### src/rtl/eth_avl_bridge_pkg.sv
// Shared types and constants for the Ethernet Avalon-MM pipeline bridge.
// Command field widths are fixed here; the bridge top checks its parameters against them.
package eth_avl_bridge_pkg;

    localparam int unsigned PEND_W      = 16;
    localparam int unsigned AVL_ADDR_W  = 32;
    localparam int unsigned AVL_DATA_W  = 64;
    localparam int unsigned AVL_BURST_W = 8;
    localparam int unsigned AVL_BE_W    = AVL_DATA_W / 8;

    typedef struct packed {
        logic                   rd;
        logic                   wr;
        logic [AVL_ADDR_W-1:0]  addr;
        logic [AVL_BE_W-1:0]    byteen;
        logic [AVL_BURST_W-1:0] burst_cnt;
        logic [AVL_DATA_W-1:0]  wrdata;
    } avl_cmd_t;

    // A burst count of zero still moves one beat.
    function automatic logic [PEND_W-1:0] eff_burst(input logic [AVL_BURST_W-1:0] burst);
        return (burst == '0) ? PEND_W'(1) : PEND_W'(burst);
    endfunction

endpackage

### src/rtl/eth_avl_pipe_bridge_if.sv
// Avalon-MM link between the exported DMA slave port, the bridge and the internal bus.
// The master modport issues commands; the slave modport accepts them and returns read data.
interface eth_avl_pipe_bridge_if #(
    parameter int unsigned ADDR_W  = 32,
    parameter int unsigned DATA_W  = 64,
    parameter int unsigned BURST_W = 8
);
    localparam int unsigned BE_W = DATA_W / 8;

    logic [ADDR_W-1:0]  addr;
    logic [BE_W-1:0]    byteen;
    logic [BURST_W-1:0] burst_cnt;
    logic               rdena;
    logic               wrena;
    logic [DATA_W-1:0]  wrdata;
    logic               wrq;
    logic [DATA_W-1:0]  rddata;
    logic               rddataval;

    modport master (
        output addr, byteen, burst_cnt, rdena, wrena, wrdata,
        input  wrq, rddata, rddataval
    );

    modport slave (
        input  addr, byteen, burst_cnt, rdena, wrena, wrdata,
        output wrq, rddata, rddataval
    );

endinterface

### src/rtl/eth_avl_skid_buf.sv
// Two-entry valid/ready skid buffer. in_ready comes straight from a flop, so the
// upstream stall never depends combinationally on out_ready.
module eth_avl_skid_buf
    import eth_avl_bridge_pkg::*;
#(
    parameter type entry_t = avl_cmd_t
) (
    input  logic   clk,
    input  logic   rst,
    input  logic   in_valid,
    output logic   in_ready,
    input  entry_t in_data,
    output logic   out_valid,
    input  logic   out_ready,
    output entry_t out_data
);

    entry_t     mem_q [2];
    logic       wr_ptr_q;
    logic       rd_ptr_q;
    logic [1:0] cnt_q;
    logic [1:0] cnt_d;
    logic       full_q;
    logic       push;
    logic       pop;

    assign in_ready  = ~full_q;
    assign out_valid = (cnt_q != 2'd0);
    assign out_data  = mem_q[rd_ptr_q];
    assign push      = in_valid & ~full_q;
    assign pop       = out_valid & out_ready;

    always_comb begin
        cnt_d = cnt_q;
        if (push && !pop) begin
            cnt_d = cnt_q + 2'd1;
        end else if (pop && !push) begin
            cnt_d = cnt_q - 2'd1;
        end
    end

    always_ff @(posedge clk or posedge rst) begin
        if (rst) begin
            mem_q[0] <= '0;
            mem_q[1] <= '0;
            wr_ptr_q <= 1'b0;
            rd_ptr_q <= 1'b0;
            cnt_q    <= 2'd0;
            full_q   <= 1'b0;
        end else begin
            if (push) begin
                mem_q[wr_ptr_q] <= in_data;
                wr_ptr_q        <= ~wr_ptr_q;
            end
            if (pop) begin
                rd_ptr_q <= ~rd_ptr_q;
            end
            cnt_q  <= cnt_d;
            full_q <= (cnt_d == 2'd2);
        end
    end

endmodule

### src/rtl/eth_avl_pipe_bridge.sv
// Registered Avalon-MM pipeline bridge with a burst-aware outstanding-read limiter.
// Define ETH_AVL_BRIDGE_RSP_REG_EN to register the read response path (+1 cycle).
module eth_avl_pipe_bridge
    import eth_avl_bridge_pkg::*;
#(
    parameter int unsigned pADDR_WIDTH  = AVL_ADDR_W,
    parameter int unsigned pDATA_WIDTH  = AVL_DATA_W,
    parameter int unsigned pBURST_WIDTH = AVL_BURST_W,
    parameter int unsigned pMAX_PEND    = 64
) (
    input  logic                 avl_clock,
    input  logic                 avl_rst,
    eth_avl_pipe_bridge_if.slave  s_avl,
    eth_avl_pipe_bridge_if.master m_avl,
    output logic [PEND_W-1:0]    pend_cnt,
    output logic                 err_underflow
);

    if (pADDR_WIDTH != AVL_ADDR_W || pDATA_WIDTH != AVL_DATA_W ||
        pBURST_WIDTH != AVL_BURST_W || (pDATA_WIDTH % 8) != 0 ||
        pMAX_PEND < 1 || pMAX_PEND > 65535) begin : g_bad_cfg
        $error("eth_avl_pipe_bridge: unsupported parameter combination");
    end

    avl_cmd_t          cmd_in;
    avl_cmd_t          head;
    logic              in_ready;
    logic              head_valid;
    logic              head_ready;
    logic [PEND_W-1:0] head_eff;
    logic [PEND_W:0]   need;
    logic              rd_hold;
    logic              rd_issue;
    logic              wr_issue;
    logic              rd_pop;
    logic              rsp_dec;
    logic [PEND_W-1:0] pend_q;
    logic [PEND_W-1:0] pend_d;
    logic              err_q;

    // A simultaneous rdena/wrena is illegal; treating it as a write keeps the data.
    always_comb begin
        cmd_in           = '0;
        cmd_in.wr        = s_avl.wrena;
        cmd_in.rd        = s_avl.rdena & ~s_avl.wrena;
        cmd_in.addr      = s_avl.addr;
        cmd_in.byteen    = s_avl.byteen;
        cmd_in.burst_cnt = s_avl.burst_cnt;
        cmd_in.wrdata    = s_avl.wrdata;
    end

    eth_avl_skid_buf #(
        .entry_t (avl_cmd_t)
    ) u_skid (
        .clk       (avl_clock),
        .rst       (avl_rst),
        .in_valid  (s_avl.rdena | s_avl.wrena),
        .in_ready  (in_ready),
        .in_data   (cmd_in),
        .out_valid (head_valid),
        .out_ready (head_ready),
        .out_data  (head)
    );

    assign s_avl.wrq = ~in_ready;

    // The held head read stalls everything behind it, preserving command order.
    assign head_eff   = eff_burst(head.burst_cnt);
    assign need       = {1'b0, pend_q} + {1'b0, head_eff};
    assign rd_hold    = head.rd & (need > (PEND_W + 1)'(pMAX_PEND));
    assign rd_issue   = head_valid & head.rd & ~rd_hold;
    assign wr_issue   = head_valid & head.wr;
    assign head_ready = (head.wr | (head.rd & ~rd_hold)) & ~m_avl.wrq;
    assign rd_pop     = rd_issue & ~m_avl.wrq;

    assign m_avl.rdena     = rd_issue;
    assign m_avl.wrena     = wr_issue;
    assign m_avl.addr      = head.addr;
    assign m_avl.byteen    = head.byteen;
    assign m_avl.burst_cnt = head.burst_cnt;
    assign m_avl.wrdata    = head.wrdata;

    // A beat with nothing outstanding is flagged but never drives the counter negative.
    assign rsp_dec = m_avl.rddataval & (pend_q != '0);

    always_comb begin
        pend_d = pend_q + (rd_pop ? head_eff : '0) - PEND_W'(rsp_dec);
    end

    always_ff @(posedge avl_clock or posedge avl_rst) begin
        if (avl_rst) begin
            pend_q <= '0;
            err_q  <= 1'b0;
        end else begin
            pend_q <= pend_d;
            if (m_avl.rddataval && pend_q == '0) begin
                err_q <= 1'b1;
            end
        end
    end

    assign pend_cnt      = pend_q;
    assign err_underflow = err_q;

`ifdef ETH_AVL_BRIDGE_RSP_REG_EN
    logic [AVL_DATA_W-1:0] rddata_q;
    logic                  rddataval_q;

    always_ff @(posedge avl_clock or posedge avl_rst) begin
        if (avl_rst) begin
            rddata_q    <= '0;
            rddataval_q <= 1'b0;
        end else begin
            rddata_q    <= m_avl.rddata;
            rddataval_q <= m_avl.rddataval;
        end
    end

    assign s_avl.rddata    = rddata_q;
    assign s_avl.rddataval = rddataval_q;
`else
    assign s_avl.rddata    = m_avl.rddata;
    assign s_avl.rddataval = m_avl.rddataval;
`endif

endmodule

### src/flat_wrapper.sv
// flat-port wrapper written by rule: the top's interface ports become plain ports
module eth_avl_pipe_bridge_flat import eth_avl_bridge_pkg::*;
#(
    parameter int unsigned pADDR_WIDTH  = AVL_ADDR_W,
    parameter int unsigned pDATA_WIDTH  = AVL_DATA_W,
    parameter int unsigned pBURST_WIDTH = AVL_BURST_W,
    parameter int unsigned pMAX_PEND    = 64
)
  (avl_clock, avl_rst, pend_cnt, err_underflow, s_avl_addr, s_avl_byteen, s_avl_burst_cnt, s_avl_rdena, s_avl_wrena, s_avl_wrdata, s_avl_wrq, s_avl_rddata, s_avl_rddataval, m_avl_addr, m_avl_byteen, m_avl_burst_cnt, m_avl_rdena, m_avl_wrena, m_avl_wrdata, m_avl_wrq, m_avl_rddata, m_avl_rddataval);
  eth_avl_pipe_bridge_if #(.ADDR_W((32)), .DATA_W((64)), .BURST_W((8))) s_avl_i ();
  eth_avl_pipe_bridge_if #(.ADDR_W((32)), .DATA_W((64)), .BURST_W((8))) m_avl_i ();
  input  logic avl_clock;
  input  logic avl_rst;
  output logic [PEND_W-1:0] pend_cnt;
  output logic err_underflow;
  input wire logic [$bits(s_avl_i.addr)-1:0] s_avl_addr;
  input wire logic [$bits(s_avl_i.byteen)-1:0] s_avl_byteen;
  input wire logic [$bits(s_avl_i.burst_cnt)-1:0] s_avl_burst_cnt;
  input wire logic [$bits(s_avl_i.rdena)-1:0] s_avl_rdena;
  input wire logic [$bits(s_avl_i.wrena)-1:0] s_avl_wrena;
  input wire logic [$bits(s_avl_i.wrdata)-1:0] s_avl_wrdata;
  output wire logic [$bits(s_avl_i.wrq)-1:0] s_avl_wrq;
  output wire logic [$bits(s_avl_i.rddata)-1:0] s_avl_rddata;
  output wire logic [$bits(s_avl_i.rddataval)-1:0] s_avl_rddataval;
  output wire logic [$bits(m_avl_i.addr)-1:0] m_avl_addr;
  output wire logic [$bits(m_avl_i.byteen)-1:0] m_avl_byteen;
  output wire logic [$bits(m_avl_i.burst_cnt)-1:0] m_avl_burst_cnt;
  output wire logic [$bits(m_avl_i.rdena)-1:0] m_avl_rdena;
  output wire logic [$bits(m_avl_i.wrena)-1:0] m_avl_wrena;
  output wire logic [$bits(m_avl_i.wrdata)-1:0] m_avl_wrdata;
  input wire logic [$bits(m_avl_i.wrq)-1:0] m_avl_wrq;
  input wire logic [$bits(m_avl_i.rddata)-1:0] m_avl_rddata;
  input wire logic [$bits(m_avl_i.rddataval)-1:0] m_avl_rddataval;
  assign s_avl_i.addr = s_avl_addr;
  assign s_avl_i.byteen = s_avl_byteen;
  assign s_avl_i.burst_cnt = s_avl_burst_cnt;
  assign s_avl_i.rdena = s_avl_rdena;
  assign s_avl_i.wrena = s_avl_wrena;
  assign s_avl_i.wrdata = s_avl_wrdata;
  assign s_avl_wrq = s_avl_i.wrq;
  assign s_avl_rddata = s_avl_i.rddata;
  assign s_avl_rddataval = s_avl_i.rddataval;
  assign m_avl_addr = m_avl_i.addr;
  assign m_avl_byteen = m_avl_i.byteen;
  assign m_avl_burst_cnt = m_avl_i.burst_cnt;
  assign m_avl_rdena = m_avl_i.rdena;
  assign m_avl_wrena = m_avl_i.wrena;
  assign m_avl_wrdata = m_avl_i.wrdata;
  assign m_avl_i.wrq = m_avl_wrq;
  assign m_avl_i.rddata = m_avl_rddata;
  assign m_avl_i.rddataval = m_avl_rddataval;
  eth_avl_pipe_bridge #(.pADDR_WIDTH(pADDR_WIDTH), .pDATA_WIDTH(pDATA_WIDTH), .pBURST_WIDTH(pBURST_WIDTH), .pMAX_PEND(pMAX_PEND)) u_core (.avl_clock(avl_clock), .avl_rst(avl_rst), .s_avl(s_avl_i), .m_avl(m_avl_i), .pend_cnt(pend_cnt), .err_underflow(err_underflow));
endmodule
### config.mk
export PLATFORM = sky130hd
export DESIGN_NAME = eth_avl_pipe_bridge_flat
export DESIGN_NICKNAME = d
export VERILOG_FILES = /design/src/rtl/eth_avl_bridge_pkg.sv /design/src/rtl/eth_avl_pipe_bridge_if.sv /design/src/rtl/eth_avl_skid_buf.sv /design/src/rtl/eth_avl_pipe_bridge.sv /design/src/flat_wrapper.sv
export SDC_FILE = /design/constraint.sdc
export NUM_CORES = 1
export LEC_CHECK = 0
export BUFFER_PORTS_ARGS = -buffer_cell sky130_fd_sc_hd__buf_2
export CAP_MARGIN = 20
export CORE_MARGIN = 2
export CORE_UTILIZATION = 50
export DETAILED_ROUTE_END_ITERATION = 10
export GPL_TIMING_DRIVEN = 0
export PLACE_DENSITY = 0.86
export REMOVE_ABC_BUFFERS = 1
export SLEW_MARGIN = 10
export SYNTH_ARGS = -nofsm -noshare
export SYNTH_HDL_FRONTEND = slang
export SYNTH_HIERARCHICAL = 1
export SYNTH_SLANG_ARGS = --single-unit
### constraint.sdc
create_clock -name avl_clock -period 10.5 [get_ports avl_clock]
set_input_delay 2.1 -clock avl_clock [delete_from_list [all_inputs] [get_ports avl_clock]]
set_output_delay 2.1 -clock avl_clock [all_outputs]
set_load 0.03 [all_outputs]
# ---- Yosys cells after proc, flatten, opt, wreduce, memory -nomap -nowiden
# Index checks and enable logic that the tools add are counted.
dict set report classes {
  reduce_logical 10
  muxes 10
  magnitude_cmp 4
  bitwise 21
  n_eq_ne 1
  addsub 5
}
# operator n
set ops {}
lappend ops {{114-bit two-way mux} 4}
lappend ops {{228-bit bitwise mux} 1}
lappend ops {{114-bit demux with 1-bit select} 1}
lappend ops {{16-bit by 16-bit adder with 17-bit output} 1}
lappend ops {{17-bit by 7-bit greater-than comparator with 1-bit output, second input constant} 1}
lappend ops {{16-bit adder} 1}
lappend ops {{16-bit logical NOT} 1}
lappend ops {{16-bit two-way mux} 1}
lappend ops {{16-bit nonzero test} 1}
lappend ops {{16-bit by 1-bit subtractor with 16-bit output} 1}
lappend ops {{1-bit bitwise AND} 11}
lappend ops {{8-bit logical NOT} 1}
lappend ops {{8-bit two-way mux} 1}
lappend ops {{1-bit inverter} 6}
lappend ops {{2-bit greater-or-equal comparator, second input constant} 2}
lappend ops {{1-bit logical AND} 4}
lappend ops {{2-bit two-way mux} 2}
lappend ops {{1-bit inverter with 2-bit output} 2}
lappend ops {{2-bit by 1-bit adder with 2-bit output, second input constant} 1}
lappend ops {{2-bit equality test, second input constant} 1}
lappend ops {{1-bit logical NOT} 2}
lappend ops {{2-bit by 1-bit less-than comparator with 1-bit output, second input constant} 1}
lappend ops {{1-bit bitwise OR} 2}
lappend ops {{2-bit nonzero test} 1}
lappend ops {{2-bit by 1-bit subtractor with 2-bit output, second input constant} 1}
dict set report word_totals {
  out_inout_bits 197
  regBits 250
  elab_cells 69
  input_bits 182
}

# ---- Longest topological paths before layout
dict set report logic_depth {
  depth_word 18
  depth_mapped 25
  mapped_depth_nobuf 21
}

# ---- Cells and area by module
# Netlist, hierarchy kept.
# mod cells_per_inst instances area_each_um2 seq_area_each_um2
set modules_own_cells {}
lappend modules_own_cells {eth_avl_skid_buf 638 1 10085.9 5830.6}
lappend modules_own_cells {eth_avl_pipe_bridge 343 1 2771.4 425.4}

# ---- Worst setup path before layout
# Ideal clock, no wire load.
dict set report synth_path {
  path_kind {register -> output}
  startpoint {register u_core.u_skid.rd_ptr_q}
  endpoint {output port m_avl_rdena}
  setup_slack_ns 4.592
  n_path_buf 4
  stages_incl_launch_ff 15
  arrival_ns 3.808
  cell_sequence {dfrtp_1 > clkbuf_1 > buf_2 > buf_2 > mux2_2 > a21o_1 > ha_1 > fa_1 > a211oi_1 > o21ai_0 > and2_1 > a221oi_2 > o2111a_1 > buf_6 > and3_1}
}
dict set report synth_via {
  elab_chain_cells 11
  elab_cells_between_ends 12
  classes_between {add/sub (1); order compare (1); mux (4); bitwise (5); reduce/logical (1)}
}
# item line_no
set synth_rtl {}
lappend synth_rtl {{from (decl)} eth_avl_skid_buf.sv:20} ;# logic rd_ptr_q;
lappend synth_rtl {{from (signal assigned)} eth_avl_skid_buf.sv:56} ;# rd_ptr_q <= ~rd_ptr_q;
lappend synth_rtl {{1-bit inverter with 2-bit output (implied by the code) (*)} eth_avl_skid_buf.sv:29} ;# assign out_data = mem_q[rd_ptr_q];
lappend synth_rtl {{114-bit two-way mux (implied by the code) (*) (3 in a row)} eth_avl_skid_buf.sv:29}
lappend synth_rtl {{named net m_avl_burst_cnt[0]} flat_wrapper.sv:27} ;# output wire logic [$bits(m_avl_i.burst_cnt)-1:0] m_avl_burst_cnt;
lappend synth_rtl {{8-bit logical NOT} eth_avl_bridge_pkg.sv:22} ;# return (burst == '0) ? PEND_W'(1) : PEND_W'(burst);
lappend synth_rtl {{8-bit two-way mux (*)} eth_avl_bridge_pkg.sv:22}
lappend synth_rtl {{16-bit by 16-bit adder with 17-bit output (*)} eth_avl_pipe_bridge.sv:69} ;# assign need = {1'b0, pend_q} + {1'b0, head_eff};
lappend synth_rtl {{17-bit by 7-bit greater-than comparator with 1-bit output (*)} eth_avl_pipe_bridge.sv:70} ;# assign rd_hold = head.rd & (need > (PEND_W + 1)'(pMAX_PEND));
lappend synth_rtl {{1-bit bitwise AND (*)} eth_avl_pipe_bridge.sv:70}
lappend synth_rtl {{1-bit inverter (*)} eth_avl_pipe_bridge.sv:71} ;# assign rd_issue = head_valid & head.rd & ~rd_hold;
lappend synth_rtl {{1-bit bitwise AND (*)} eth_avl_pipe_bridge.sv:71}
lappend synth_rtl {{to (decl)} flat_wrapper.sv:28} ;# output wire logic [$bits(m_avl_i.rdena)-1:0] m_avl_rdena;
# The timed path passes the listed nets; every way through them passes the cells marked *. The select of a mux whose other input is x is not followed.

# ---- Final worst setup path
dict set report layout_path {
  startpoint {register u_core.u_skid.rd_ptr_q}
  endpoint {output port m_avl_rdena}
}
dict set report layout_via {
  elab_chain_cells 11
  elab_cells_between_ends 12
  classes_between {add/sub (1); order compare (1); mux (4); bitwise (5); reduce/logical (1)}
}
# item line_no
set layout_rtl {}
lappend layout_rtl {{1-bit inverter with 2-bit output (implied by the code) (*)} eth_avl_skid_buf.sv:29}
lappend layout_rtl {{114-bit two-way mux (implied by the code) (*) (3 in a row)} eth_avl_skid_buf.sv:29}
lappend layout_rtl {{8-bit logical NOT} eth_avl_bridge_pkg.sv:22}
lappend layout_rtl {{8-bit two-way mux} eth_avl_bridge_pkg.sv:22}
lappend layout_rtl {{16-bit by 16-bit adder with 17-bit output} eth_avl_pipe_bridge.sv:69}
lappend layout_rtl {{17-bit by 7-bit greater-than comparator with 1-bit output} eth_avl_pipe_bridge.sv:70}
lappend layout_rtl {{1-bit bitwise AND} eth_avl_pipe_bridge.sv:70}
lappend layout_rtl {{1-bit inverter} eth_avl_pipe_bridge.sv:71}
lappend layout_rtl {{1-bit bitwise AND (*)} eth_avl_pipe_bridge.sv:71}
# Every way passes the cells marked *; elsewhere a longest branch is shown, timed or not. The select of a mux whose other input is x is not followed.

==> results.sh <==
export IMPL_status="complete, no violations"
export IMPL_hold_ws_ns=0.4768
export IMPL_port_buffers=250
export IMPL_drt_iter0_drc=503
export IMPL_cts_resized=0
export IMPL_htreeDepth=1
export IMPL_p_seq_share_pct=28.1
export IMPL_p_clk_share_pct=16.1
export IMPL_p_sw_mw=2.706
export IMPL_ys_types=56
export IMPL_drive_gt1_share_pct=50.55
export IMPL_dpl_hpwl_um=24040
export IMPL_die_h_um=164.4
export IMPL_async_reset_ff_share_pct=100.0
export IMPL_start_util_pct=51.06
export IMPL_path_cells="buf_16 -> mux2_2 -> nor4_1 -> a21o_1 -> ha_1 -> fa_1 -> a211oi_1 -> o21ai_0 -> and2_1 -> o31ai_1 -> o2111a_1 -> and3_1 -> buf_2"
export IMPL_rsz0062_at_grt="false"
export IMPL_final_cells=1516
export IMPL_tightest_slew_ns=0.8647
export IMPL_core_area_sq_um=25180
export IMPL_layout_nets=1388
export IMPL_fin_crit_ns=6.813
export IMPL_synth_area_top_cells="dfrtp_1 49%, mux2_2 25%, mux2_1 5.3%, buf_4 4.2%, ha_1 4.2%"
export IMPL_p_leak_nw=6.879
export IMPL_ys_ff_latch=250
export IMPL_p_int_mw=3.582
export IMPL_insertion_delay_ns=0.54
export IMPL_skew_ns=0.01447
export IMPL_synthFlopType="dfrtp_1"
export IMPL_yosysSeqAreaShare_pct=48.66
export IMPL_drcViolationCount=0
export IMPL_final_max_slew_viol_count=0
export IMPL_cts_clk_slew_worst_paths_ns=0.06
export IMPL_sw_frac_of_total_pct=43.03
export IMPL_path_max_fanout=57
export IMPL_cts_hold_buffers=0
export IMPL_yosysWarnings=6
export IMPL_setup_viol=0
export IMPL_netlist_instances=981
export IMPL_hold_viol=0
export IMPL_antenna_found_initial=4
export IMPL_synth_edf_count=0
export IMPL_cp_end_kind="output pin"
export IMPL_die_x_um=164.4
export IMPL_final_common_cell="mux2_2"
export IMPL_yosysTopAreaCellShare_pct=48.66
export IMPL_crit_path_top_delay_cell="dfrtp_4"
export IMPL_globalRouteOverflowTotal=0
export IMPL_maxCapViolCount=0
export IMPL_wl_per_cell_um=22.00
export IMPL_ant_nets=0
export IMPL_grt_pass1_vias=8596
export IMPL_slowest_delay_ns=0.54
export IMPL_grt_pass1_wl_um=49490
export IMPL_num_rows=58
export IMPL_clock_path_buffers=3
export IMPL_grt_max_degree=120
export IMPL_yosys_area_top_type="dfrtp_1"
export IMPL_drt_wl_total_um=33350
export IMPL_vias_per_cell=5.576
export IMPL_syn_avg_cell_area_sq_um=13.11
export IMPL_fmax_mhz=146.8
export IMPL_netlist_area_sq_um=12860
export IMPL_clockRootBuffer="clkbuf_16"
export IMPL_slew_headroom_pct=42.35
export IMPL_cts_setup_buffers=0
export IMPL_final_cell_mix="282 x mux2_2, 250 x buf_2, 249 x dfrtp_1, 60 x mux2_1, 46 x inv_1"
export IMPL_required_ns=8.40
export IMPL_critPathLaunchType="register"
export IMPL_cp_data_arrival_time_ns=4.71
export IMPL_power_density_nw_per_um2=420.0
export IMPL_die_area_sq_um=27010
export IMPL_grtUsageTotal_pct=24.07
export IMPL_path_class="reg2out"
export IMPL_peakVddDrop_mv=0.2916
export IMPL_holdCritPathClass="reg2reg"
export IMPL_num_io_pins=379
export IMPL_area_growth_pct=16.44
export IMPL_gp_congestion=0.9095
export IMPL_cts_tree="yes"
export IMPL_cts_buffers=28
export IMPL_fill_cells=1973
export IMPL_vias=8453
export IMPL_dr_pass1_iters=5
export IMPL_combPwrFrac_pct=55.8
export IMPL_clkSinkCount=250
export IMPL_place_inst=1461
export IMPL_period_share_pct=64.89
==> power by group through the flow <==
stage / logic, mW / registers, mW / clock network, mW
floorplan: 2.59 / 1.79 / 0
global placement: 3.39 / 1.81 / 0
detailed placement: 3.49 / 1.77 / 0
CTS: 3.52 / 1.76 / 1.04
global route: 3.76 / 1.83 / 1.08
finish: 3.51 / 1.76 / 1.01
==> path summary, 6_finish.rpt <==
kind	startpoint	end	slack, ns	depth (start not counted)
max	u_core/u_skid/rd_ptr_q$_DFFE_PP0P_	m_avl_rdena	3.69	13
min	u_core/err_underflow$_DFFE_PP0P_	u_core/err_underflow$_DFFE_PP0P_	0.48	1
max reg2reg	u_core/u_skid/rd_ptr_q$_DFFE_PP0P_	u_core/pend_cnt[14]$_DFF_PP0_	4.13	21
min reg2reg	u_core/err_underflow$_DFFE_PP0P_	u_core/err_underflow$_DFFE_PP0P_	0.48	1
max in group asynchronous	avl_rst	u_core/u_skid/mem_q[196]$_DFFE_PP0P_	7.70	3
min in group asynchronous	avl_rst	u_core/u_skid/mem_q[3]$_DFFE_PP0P_	1.67	2
==> metal layers <==
layer  track usage [%]  up-vias  share of wire (%)
met5             10.04        -               0.91
met4             5.542        8                1.9
met3             13.13       56                 13
met2             36.59      394                 44
met1             29.24     4210                 40
li1                  -     3785                  -
==> worst max-delay path, delay by kind of cell (launching register included) <==
family / cells / cell delay (ns)
DFF: 1 / 0.54
muxes: 1 / 0.34
AOI/OAI and AO/OA: 5 / 1.67
and+or+nand+nor: 3 / 0.52
adders and majority gates: 2 / 0.64
buffers and inverters: 2 / 0.43
==> area by class of cell <==
cell class                 instances  area, sq um  area share [%]
clock inverter                    12        156.4           1.045
clock buffer                      40        825.8           5.516
sequential                       250         6260           41.81
multi-input combinational        576         5683           37.96
tap                              330        412.9           2.758
inverter                          47        183.9           1.229
timing repair buffer             258         1441           9.628
antenna                            3        7.507         0.05015
==> through the flow <==
step | area [sq um] | total power [mW] | worst slack, ns | utilization, % | setup TNS [ns]
after CTS | 14960 | 6.318 | 3.681 | 59.42 | 0
after global placement | 13760 | 5.197 | -0.3422 | 54.65 | -74.95
after floorplan | 12100 | 4.385 | 2.010 | - | 0
after detailed placement | 13980 | 5.265 | 4.180 | 55.52 | 0
after global routing | 14970 | 6.669 | 3.436 | 59.44 | 0
final | 14970 | 6.287 | 3.687 | 59.45 | 0
==> logic make-up after synthesis <==
kind of cell | synth area share [%]
mux | 30.11
simple gates | 3.883
compound gates | 3.990
xor+xnor | 1.499
buf+inv | 7.289
fa+ha+maj | 4.574
flops | 48.66
==> synthesized netlist by cell type, types with 4 or more instances <==
library cell and instances:
buf_4 72, nor3_1 10, o21ai_0 12, o21bai_1 4, inv_1 47, nand2_1 10
nand2b_1 4, mux2_1 60, clkbuf_1 8, and3_1 8, nand4_1 10, mux2_2 282
buf_6 8, o211ai_1 4, a21oi_1 16, nand3_1 4, buf_2 20, a21o_1 5
nor4_1 4, a211oi_1 4, nor2_1 16, dfrtp_1 250, ha_1 43, nor2b_1 14
xnor2_1 17, xor2_1 5
==> flip-flops by register name, summed over array words and instances (netlist names) <==
register	count
u_core/pend_cnt	16
u_core/u_skid/mem_q	228
u_core/u_skid/wr_ptr_q	1
u_core/err_underflow	1
u_core/u_skid/full_q	1
u_core/u_skid/rd_ptr_q	1
u_core/u_skid/cnt_q	2
(Power assumes the default switching activity.)
